`src/rtl/apb_pkg.sv`:
```
// Shared APB definitions: transfer-phase state type, fixed register indices, address helper.
package apb_pkg;

  typedef enum logic [1:0] {
    ST_IDLE   = 2'd0,
    ST_SETUP  = 2'd1,
    ST_ACCESS = 2'd2
  } apb_state_e;

  localparam logic [31:0] REG_ID       = 32'd0;
  localparam logic [31:0] REG_STATUS   = 32'd1;
  localparam logic [31:0] REG_RW_FIRST = 32'd2;

  // Byte offset to word index; alignment is judged separately from the low bits.
  function automatic logic [31:0] addr_to_index(input logic [31:0] offset);
    return offset >> 2;
  endfunction

endpackage

```
`src/rtl/apb_slave_regfile_if.sv`:
```
// APB3 completer-side bus bundle; master drives the i_* signals, the register file drives o_*.
interface apb_slave_regfile_if #(
  parameter int addr_width = 32,
  parameter int data_width = 32
) ();

  logic                  i_psel;
  logic                  i_penable;
  logic                  i_pwrite;
  logic [addr_width-1:0] i_paddr;
  logic [data_width-1:0] i_pwdata;
  logic [data_width-1:0] o_prdata;
  logic                  o_pready;
  logic                  o_pslverr;

  modport slave (
    input  i_psel, i_penable, i_pwrite, i_paddr, i_pwdata,
    output o_prdata, o_pready, o_pslverr
  );

  modport master (
    output i_psel, i_penable, i_pwrite, i_paddr, i_pwdata,
    input  o_prdata, o_pready, o_pslverr
  );

endinterface

```
`src/rtl/apb_addr_decode.sv`:
```
// Combinational decode of a register-bank byte offset into word index and error flags.
module apb_addr_decode
  import apb_pkg::*;
#(
  parameter int addr_width = 32,
  parameter int NUM_REGS   = 16,
  parameter int IDX_W      = 4
) (
  input  logic [addr_width-1:0] i_offset,
  input  logic                  i_write,
  output logic [IDX_W-1:0]      o_index,
  output logic                  o_is_id,
  output logic                  o_is_status,
  output logic                  o_misaligned,
  output logic                  o_out_of_range,
  output logic                  o_read_only,
  output logic                  o_err
);

  logic [31:0] word_idx;

  always_comb begin
    word_idx       = addr_to_index(32'(i_offset));
    o_index        = word_idx[IDX_W-1:0];
    o_is_id        = (word_idx == REG_ID);
    o_is_status    = (word_idx == REG_STATUS);
    o_misaligned   = (i_offset[1:0] != 2'b00);
    // Comparing the full word index is the same as offset >= NUM_REGS*4.
    o_out_of_range = (word_idx >= 32'(NUM_REGS));
    o_read_only    = i_write && (word_idx < REG_RW_FIRST);
    o_err          = o_misaligned || o_out_of_range || o_read_only;
  end

endmodule

```
`src/rtl/apb_slave_regfile.sv`:
```
// APB3 completer with a word-addressed register bank, programmable wait states and PSLVERR.
// Register 0 is a constant ID, register 1 mirrors i_hw_status, the rest are read/write.
module apb_slave_regfile
  import apb_pkg::*;
#(
  parameter int                    addr_width  = 32,
  parameter int                    data_width  = 32,
  parameter int                    NUM_REGS    = 16,
  parameter int                    WAIT_STATES = 0,
  parameter logic [data_width-1:0] ID_VALUE    = data_width'(32'hA9B0_0001),
  parameter logic [addr_width-1:0] BASE_ADDR   = '0
) (
  input  logic                           i_clk_apb,
  input  logic                           i_rstn_apb,
  apb_slave_regfile_if.slave             bus,
  input  logic [data_width-1:0]          i_hw_status,
  output logic [NUM_REGS*data_width-1:0] o_regs,
  output logic [NUM_REGS-1:0]            o_wr_pulse
);

  localparam int IDX_W = $clog2(NUM_REGS);

  apb_state_e            state_q, state_d;
  logic [3:0]            cnt_q, cnt_d;
  logic                  pwrite_q, pwrite_d;
  logic [addr_width-1:0] paddr_q, paddr_d;
  logic [data_width-1:0] regs_q [NUM_REGS];
  logic [data_width-1:0] regs_d [NUM_REGS];
  logic [NUM_REGS-1:0]   wr_pulse_q, wr_pulse_d;

  logic                  pready;
  logic [data_width-1:0] prdata;
  logic [IDX_W-1:0]      index;
  logic                  is_id, is_status, misaligned, out_of_range, read_only, err;

  apb_addr_decode #(
    .addr_width (addr_width),
    .NUM_REGS   (NUM_REGS),
    .IDX_W      (IDX_W)
  ) u_decode (
    .i_offset       (paddr_q - BASE_ADDR),
    .i_write        (pwrite_q),
    .o_index        (index),
    .o_is_id        (is_id),
    .o_is_status    (is_status),
    .o_misaligned   (misaligned),
    .o_out_of_range (out_of_range),
    .o_read_only    (read_only),
    .o_err          (err)
  );

  always_comb begin
    state_d    = state_q;
    cnt_d      = cnt_q;
    pwrite_d   = pwrite_q;
    paddr_d    = paddr_q;
    regs_d     = regs_q;
    wr_pulse_d = '0;
    pready     = 1'b0;
    case (state_q)
      ST_ACCESS: begin
        if (!bus.i_psel) begin
          state_d = ST_IDLE;
        end else if (cnt_q != 4'd0) begin
          cnt_d = cnt_q - 4'd1;
        end else if (bus.i_penable) begin
          pready  = 1'b1;
          state_d = ST_IDLE;
          // Write data comes straight off the bus: APB holds PWDATA stable until PREADY.
          if (pwrite_q && !err) begin
            regs_d[index]     = bus.i_pwdata;
            wr_pulse_d[index] = 1'b1;
          end
        end
      end
      default: begin
        if (bus.i_psel && !bus.i_penable) begin
          state_d  = ST_ACCESS;
          pwrite_d = bus.i_pwrite;
          paddr_d  = bus.i_paddr;
          cnt_d    = 4'(WAIT_STATES);
        end
      end
    endcase
  end

  always_comb begin
    prdata = '0;
    if (pready && !pwrite_q && !err) begin
      if (is_id)          prdata = ID_VALUE;
      else if (is_status) prdata = i_hw_status;
      else                prdata = regs_q[index];
    end
  end

  always_ff @(posedge i_clk_apb or negedge i_rstn_apb) begin
    if (!i_rstn_apb) begin
      state_q    <= ST_IDLE;
      cnt_q      <= '0;
      pwrite_q   <= 1'b0;
      paddr_q    <= '0;
      wr_pulse_q <= '0;
      for (int i = 0; i < NUM_REGS; i++) regs_q[i] <= '0;
    end else begin
      state_q    <= state_d;
      cnt_q      <= cnt_d;
      pwrite_q   <= pwrite_d;
      paddr_q    <= paddr_d;
      wr_pulse_q <= wr_pulse_d;
      regs_q     <= regs_d;
    end
  end

  // Slots 0 and 1 are never written, so they read out as zero.
  always_comb begin
    for (int i = 0; i < NUM_REGS; i++) o_regs[i*data_width +: data_width] = regs_q[i];
  end

  assign o_wr_pulse    = wr_pulse_q;
  assign bus.o_pready  = pready;
  assign bus.o_pslverr = pready && err;
  assign bus.o_prdata  = prdata;

endmodule
```
`src/flat_wrapper.sv`:
```
// flat-port wrapper written by rule: the top's interface ports become plain ports
module apb_slave_regfile_flat import apb_pkg::*;
#(
  parameter int                    addr_width  = 32,
  parameter int                    data_width  = 32,
  parameter int                    NUM_REGS    = 16,
  parameter int                    WAIT_STATES = 0,
  parameter logic [data_width-1:0] ID_VALUE    = data_width'(32'hA9B0_0001),
  parameter logic [addr_width-1:0] BASE_ADDR   = '0
)
  (i_clk_apb, i_rstn_apb, i_hw_status, o_regs, o_wr_pulse, bus_i_psel, bus_i_penable, bus_i_pwrite, bus_i_paddr, bus_i_pwdata, bus_o_prdata, bus_o_pready, bus_o_pslverr);
  apb_slave_regfile_if #(.addr_width(addr_width), .data_width(data_width)) bus_i ();
  input  logic i_clk_apb;
  input  logic i_rstn_apb;
  input  logic [data_width-1:0] i_hw_status;
  output logic [NUM_REGS*data_width-1:0] o_regs;
  output logic [NUM_REGS-1:0] o_wr_pulse;
  input wire logic [$bits(bus_i.i_psel)-1:0] bus_i_psel;
  input wire logic [$bits(bus_i.i_penable)-1:0] bus_i_penable;
  input wire logic [$bits(bus_i.i_pwrite)-1:0] bus_i_pwrite;
  input wire logic [$bits(bus_i.i_paddr)-1:0] bus_i_paddr;
  input wire logic [$bits(bus_i.i_pwdata)-1:0] bus_i_pwdata;
  output wire logic [$bits(bus_i.o_prdata)-1:0] bus_o_prdata;
  output wire logic [$bits(bus_i.o_pready)-1:0] bus_o_pready;
  output wire logic [$bits(bus_i.o_pslverr)-1:0] bus_o_pslverr;
  assign bus_i.i_psel = bus_i_psel;
  assign bus_i.i_penable = bus_i_penable;
  assign bus_i.i_pwrite = bus_i_pwrite;
  assign bus_i.i_paddr = bus_i_paddr;
  assign bus_i.i_pwdata = bus_i_pwdata;
  assign bus_o_prdata = bus_i.o_prdata;
  assign bus_o_pready = bus_i.o_pready;
  assign bus_o_pslverr = bus_i.o_pslverr;
  apb_slave_regfile #(.addr_width(addr_width), .data_width(data_width), .NUM_REGS(NUM_REGS), .WAIT_STATES(WAIT_STATES), .ID_VALUE(ID_VALUE), .BASE_ADDR(BASE_ADDR)) u_core (.i_clk_apb(i_clk_apb), .i_rstn_apb(i_rstn_apb), .bus(bus_i), .i_hw_status(i_hw_status), .o_regs(o_regs), .o_wr_pulse(o_wr_pulse));
endmodule
```
`config.mk`:
```
export PLATFORM = sky130hd
export DESIGN_NAME = apb_slave_regfile_flat
export DESIGN_NICKNAME = d
export VERILOG_FILES = /design/src/rtl/apb_pkg.sv /design/src/rtl/apb_slave_regfile_if.sv /design/src/rtl/apb_addr_decode.sv /design/src/rtl/apb_slave_regfile.sv /design/src/flat_wrapper.sv
export SDC_FILE = /design/constraint.sdc
export NUM_CORES = 1
export LEC_CHECK = 0
export ABC_AREA = 1
export CAP_MARGIN = 20
export CELL_PAD_IN_SITES_DETAIL_PLACEMENT = 1
export CELL_PAD_IN_SITES_GLOBAL_PLACEMENT = 2
export CORE_ASPECT_RATIO = 0.9
export CORE_MARGIN = 4
export CORE_UTILIZATION = 25
export DETAILED_ROUTE_END_ITERATION = 6
export PLACE_DENSITY = 0.79
export SETUP_SLACK_MARGIN = 0.02
export SYNTH_ARGS = -nofsm -noshare
export SYNTH_HDL_FRONTEND = slang
export SYNTH_HIERARCHICAL = 1
export SYNTH_SLANG_ARGS = --single-unit
```
`constraint.sdc`:
```
create_clock -name i_clk_apb -period 2.2 [get_ports i_clk_apb]
set_input_delay 0.44 -clock i_clk_apb [delete_from_list [all_inputs] [get_ports i_clk_apb]]
set_output_delay 0.44 -clock i_clk_apb [all_outputs]
set_load 0.02 [all_outputs]
```
==> flow_summary.json <==
{
  "hold_start": "bus_i_paddr[18]",
  "place_congestion": 0.8766,
  "r2r_setup_slack_ns": -0.60,
  "dp_hpwl_mm": 101.1,
  "slowest_delay_ns": 0.38,
  "io_buffer_count": 662,
  "clkSinkCount": 566,
  "drtPass1Iterations": 6,
  "cts_tree": "done",
  "drcViolationCount": 0,
  "drtIter0Drc": 2275,
  "violations": "setup timing",
  "overflow": 0,
  "die_h_um": 311.4,
  "holdPathStages": 3,
  "cts-root-buf": "clkbuf_16",
  "gr-usage-all-layers_pct": 25.96,
  "endpoint_kind": "output port",
  "post-route-util_pct": 43.81,
  "drive_gt1_share_pct": 29.56,
  "cp_top_family": "simple AND/OR/NAND/NOR gates",
  "vdd_drop_max_mv": 0.5129,
  "path_cells": "inv_1 -> nand2_1 -> nor2_1 -> nand2_1 -> nor2_4 -> buf_4 -> nand2_4 -> nor2_4 -> inv_6 -> buf_12 -> buf_12 -> buf_4 -> nand2_1 -> nor2_1 -> nor2_2 -> buf_6",
  "ant_nets": 0,
  "avgSynthCellArea_um2": 8.411,
  "crit_fanout": 8,
  "final_area_um2": 44130,
  "avgViaCountPerCell": 4.967,
  "core-area_um2": 100700,
  "cp-start-kind": "flop",
  "die_w_um": 345.1,
  "clkLatencyLatePin_ns": 0.63,
  "rows": 110,
  "syn_area_um2": 25560,
  "final.setup_skew_ns": 0.02780,
  "tns_ns": -251.49,
  "setup_viol": 608,
  "start_util_pct": 25.37,
  "wl_per_cell_um": 27.57,
  "crit_cells": 16,
  "cp.required_ns": 1.76,
  "critPathSlowestCell": "dfrtp_1",
  "crit_top_cell": "nand2_1",
  "boundaryPins": 663,
  "grt_pass1_vias": 27990,
  "path_class": "flop to output port",
  "numCtsBuffers": 71,
  "grt_max_degree": 74,
  "arrival_ns": 2.77,
  "rr_worst_depth": 17,
  "final_common_cell": "nand2_1",
  "nets": 4304,
  "slew_viol_final": 0,
  "maxCapViolations": 0,
  "power.leakage_nw": 20.28,
  "yosys_warnings": 6,
  "grt_antenna_before_repair": 1,
  "wl_mm": 154.6,
  "clk_path_buf_depth": 3,
  "h-tree-depth": 3,
  "syn-num-nets": 3141,
  "period_minus_slack_ns": 3.206,
  "slew_headroom_pct": 63.30,
  "hold_path.class": "primary input to flop",
  "critPathBufInv": 7,
  "grt_pass1_wl_mm": 206.0,
  "placedCellCount": 5333,
  "tightest_slew_ns": 0.5505,
  "fmax_mhz": 311.9,
  "fin_ws_ns": -1.006,
  "vias": 27840,
  "fillers": 11400,
  "postPlaceCellArea_um2": 37280,
  "critPathLaunch": "u_core/paddr_q[11]",
  "outcome": "finished with violations",
  "finalNonFillerCells": 5605,
  "hold_viol_final": 0,
  "finalCritPeriodShare_pct": 145.7,
  "r2r_start": "u_core/paddr_q[24]",
  "die_area_um2": 107400,
  "power_density_nw_per_um2": 626.6,
  "final_cell_mix": "nand2_1 (1,142), clkdlybuf4s50_1 (625), dfrtp_1 (564)",
  "rsz0062_at_grt": "yes",
  "syn2layout_area_growth_pct": 72.66,
  "postSynthCellCount": 3039,
  "clk_pin_slew_ns": 0.06
}
worst register-to-register path: stages, from the launching register on:
cell	delay (ns)
dfrtp_1	0.38
inv_1	0.06
nand2_1	0.05
nor2_2	0.15
nand2_1	0.11
nor2_4	0.12
nand3b_1	0.18
buf_4	0.19
buf_6	0.12
nor3_4	0.25
buf_12	0.15
buf_12	0.11
buf_8	0.10
buf_6	0.09
nand3_4	0.20
clkbuf_16	0.29
nand2_1	0.07
o21ai_0	0.07
layout make-up:
cell class / instances / area, um^2 / share of cell area [%]
Clock inverter: 26 / 322.8 / 0.7314
Timing Repair Buffer: 1316 / 13900 / 31.50
Antenna cell: 5 / 12.51 / 0.02835
Tap cell: 1344 / 1682 / 3.810
Clock buffer: 101 / 2071 / 4.692
Sequential cell: 566 / 14170 / 32.10
Inverter: 64 / 255.2 / 0.5783
Multi-Input combinational cell: 2183 / 11720 / 26.56
registers in the layout, indices dropped and copies added, names as in the netlist:
signal,flops
u_core/cnt_q,4
u_core/o_regs,512
u_core/o_wr_pulse,16
u_core/paddr_q,32
u_core/pwrite_q,1
u_core/state_q,1
metal layers:
metal  vias up  GRT usage, %  wire length [um]
li1      12340             -                 -
met1     14080         34.86             65410
met2      1092         41.68             70940
met3       326         5.102             10410
met4         0         9.390              7796
met5         -             0                 0
report_power, final:
group | switching, mW | internal, mW
registers | 0.128 | 10.6
logic | 2.98 | 1.72
clock network | 5.03 | 7.19
repair_timing:
item | 4_1_cts | 5_1_grt
endpoints found under the setup margin | 819 | 879
pin swaps | 34 | 44
hold buffers | 1 | 0
endpoints found under the hold margin | 32 | 0
resized for setup | 439 | 545
setup buffers | 45 | 41
cloned | 30 | 32
final timing paths:
kind / to
setup reg to reg: u_core/o_regs[436]
hold / removal: u_core/paddr_q[18]
max in group asynchronous: u_core/o_wr_pulse[2]
min in group asynchronous: u_core/o_regs[413]
hold reg to reg: u_core/paddr_q[1]
setup / recovery: bus_o_prdata[16]
stage by stage:
stage	worst slack [ns]	hold WS, ns	total power, mW
4_1_cts	-1.089	0.3131	27.67
3_5_place_dp	-1.088	0.4345	15.13
2_1_floorplan	-0.04820	0.1444	12.43
5_1_grt	-1.186	0.3451	28.53
3_3_place_gp	-1.087	0.4309	15.08
6_report	-1.006	0.3608	27.65
Power figures use the tool's default switching activity.
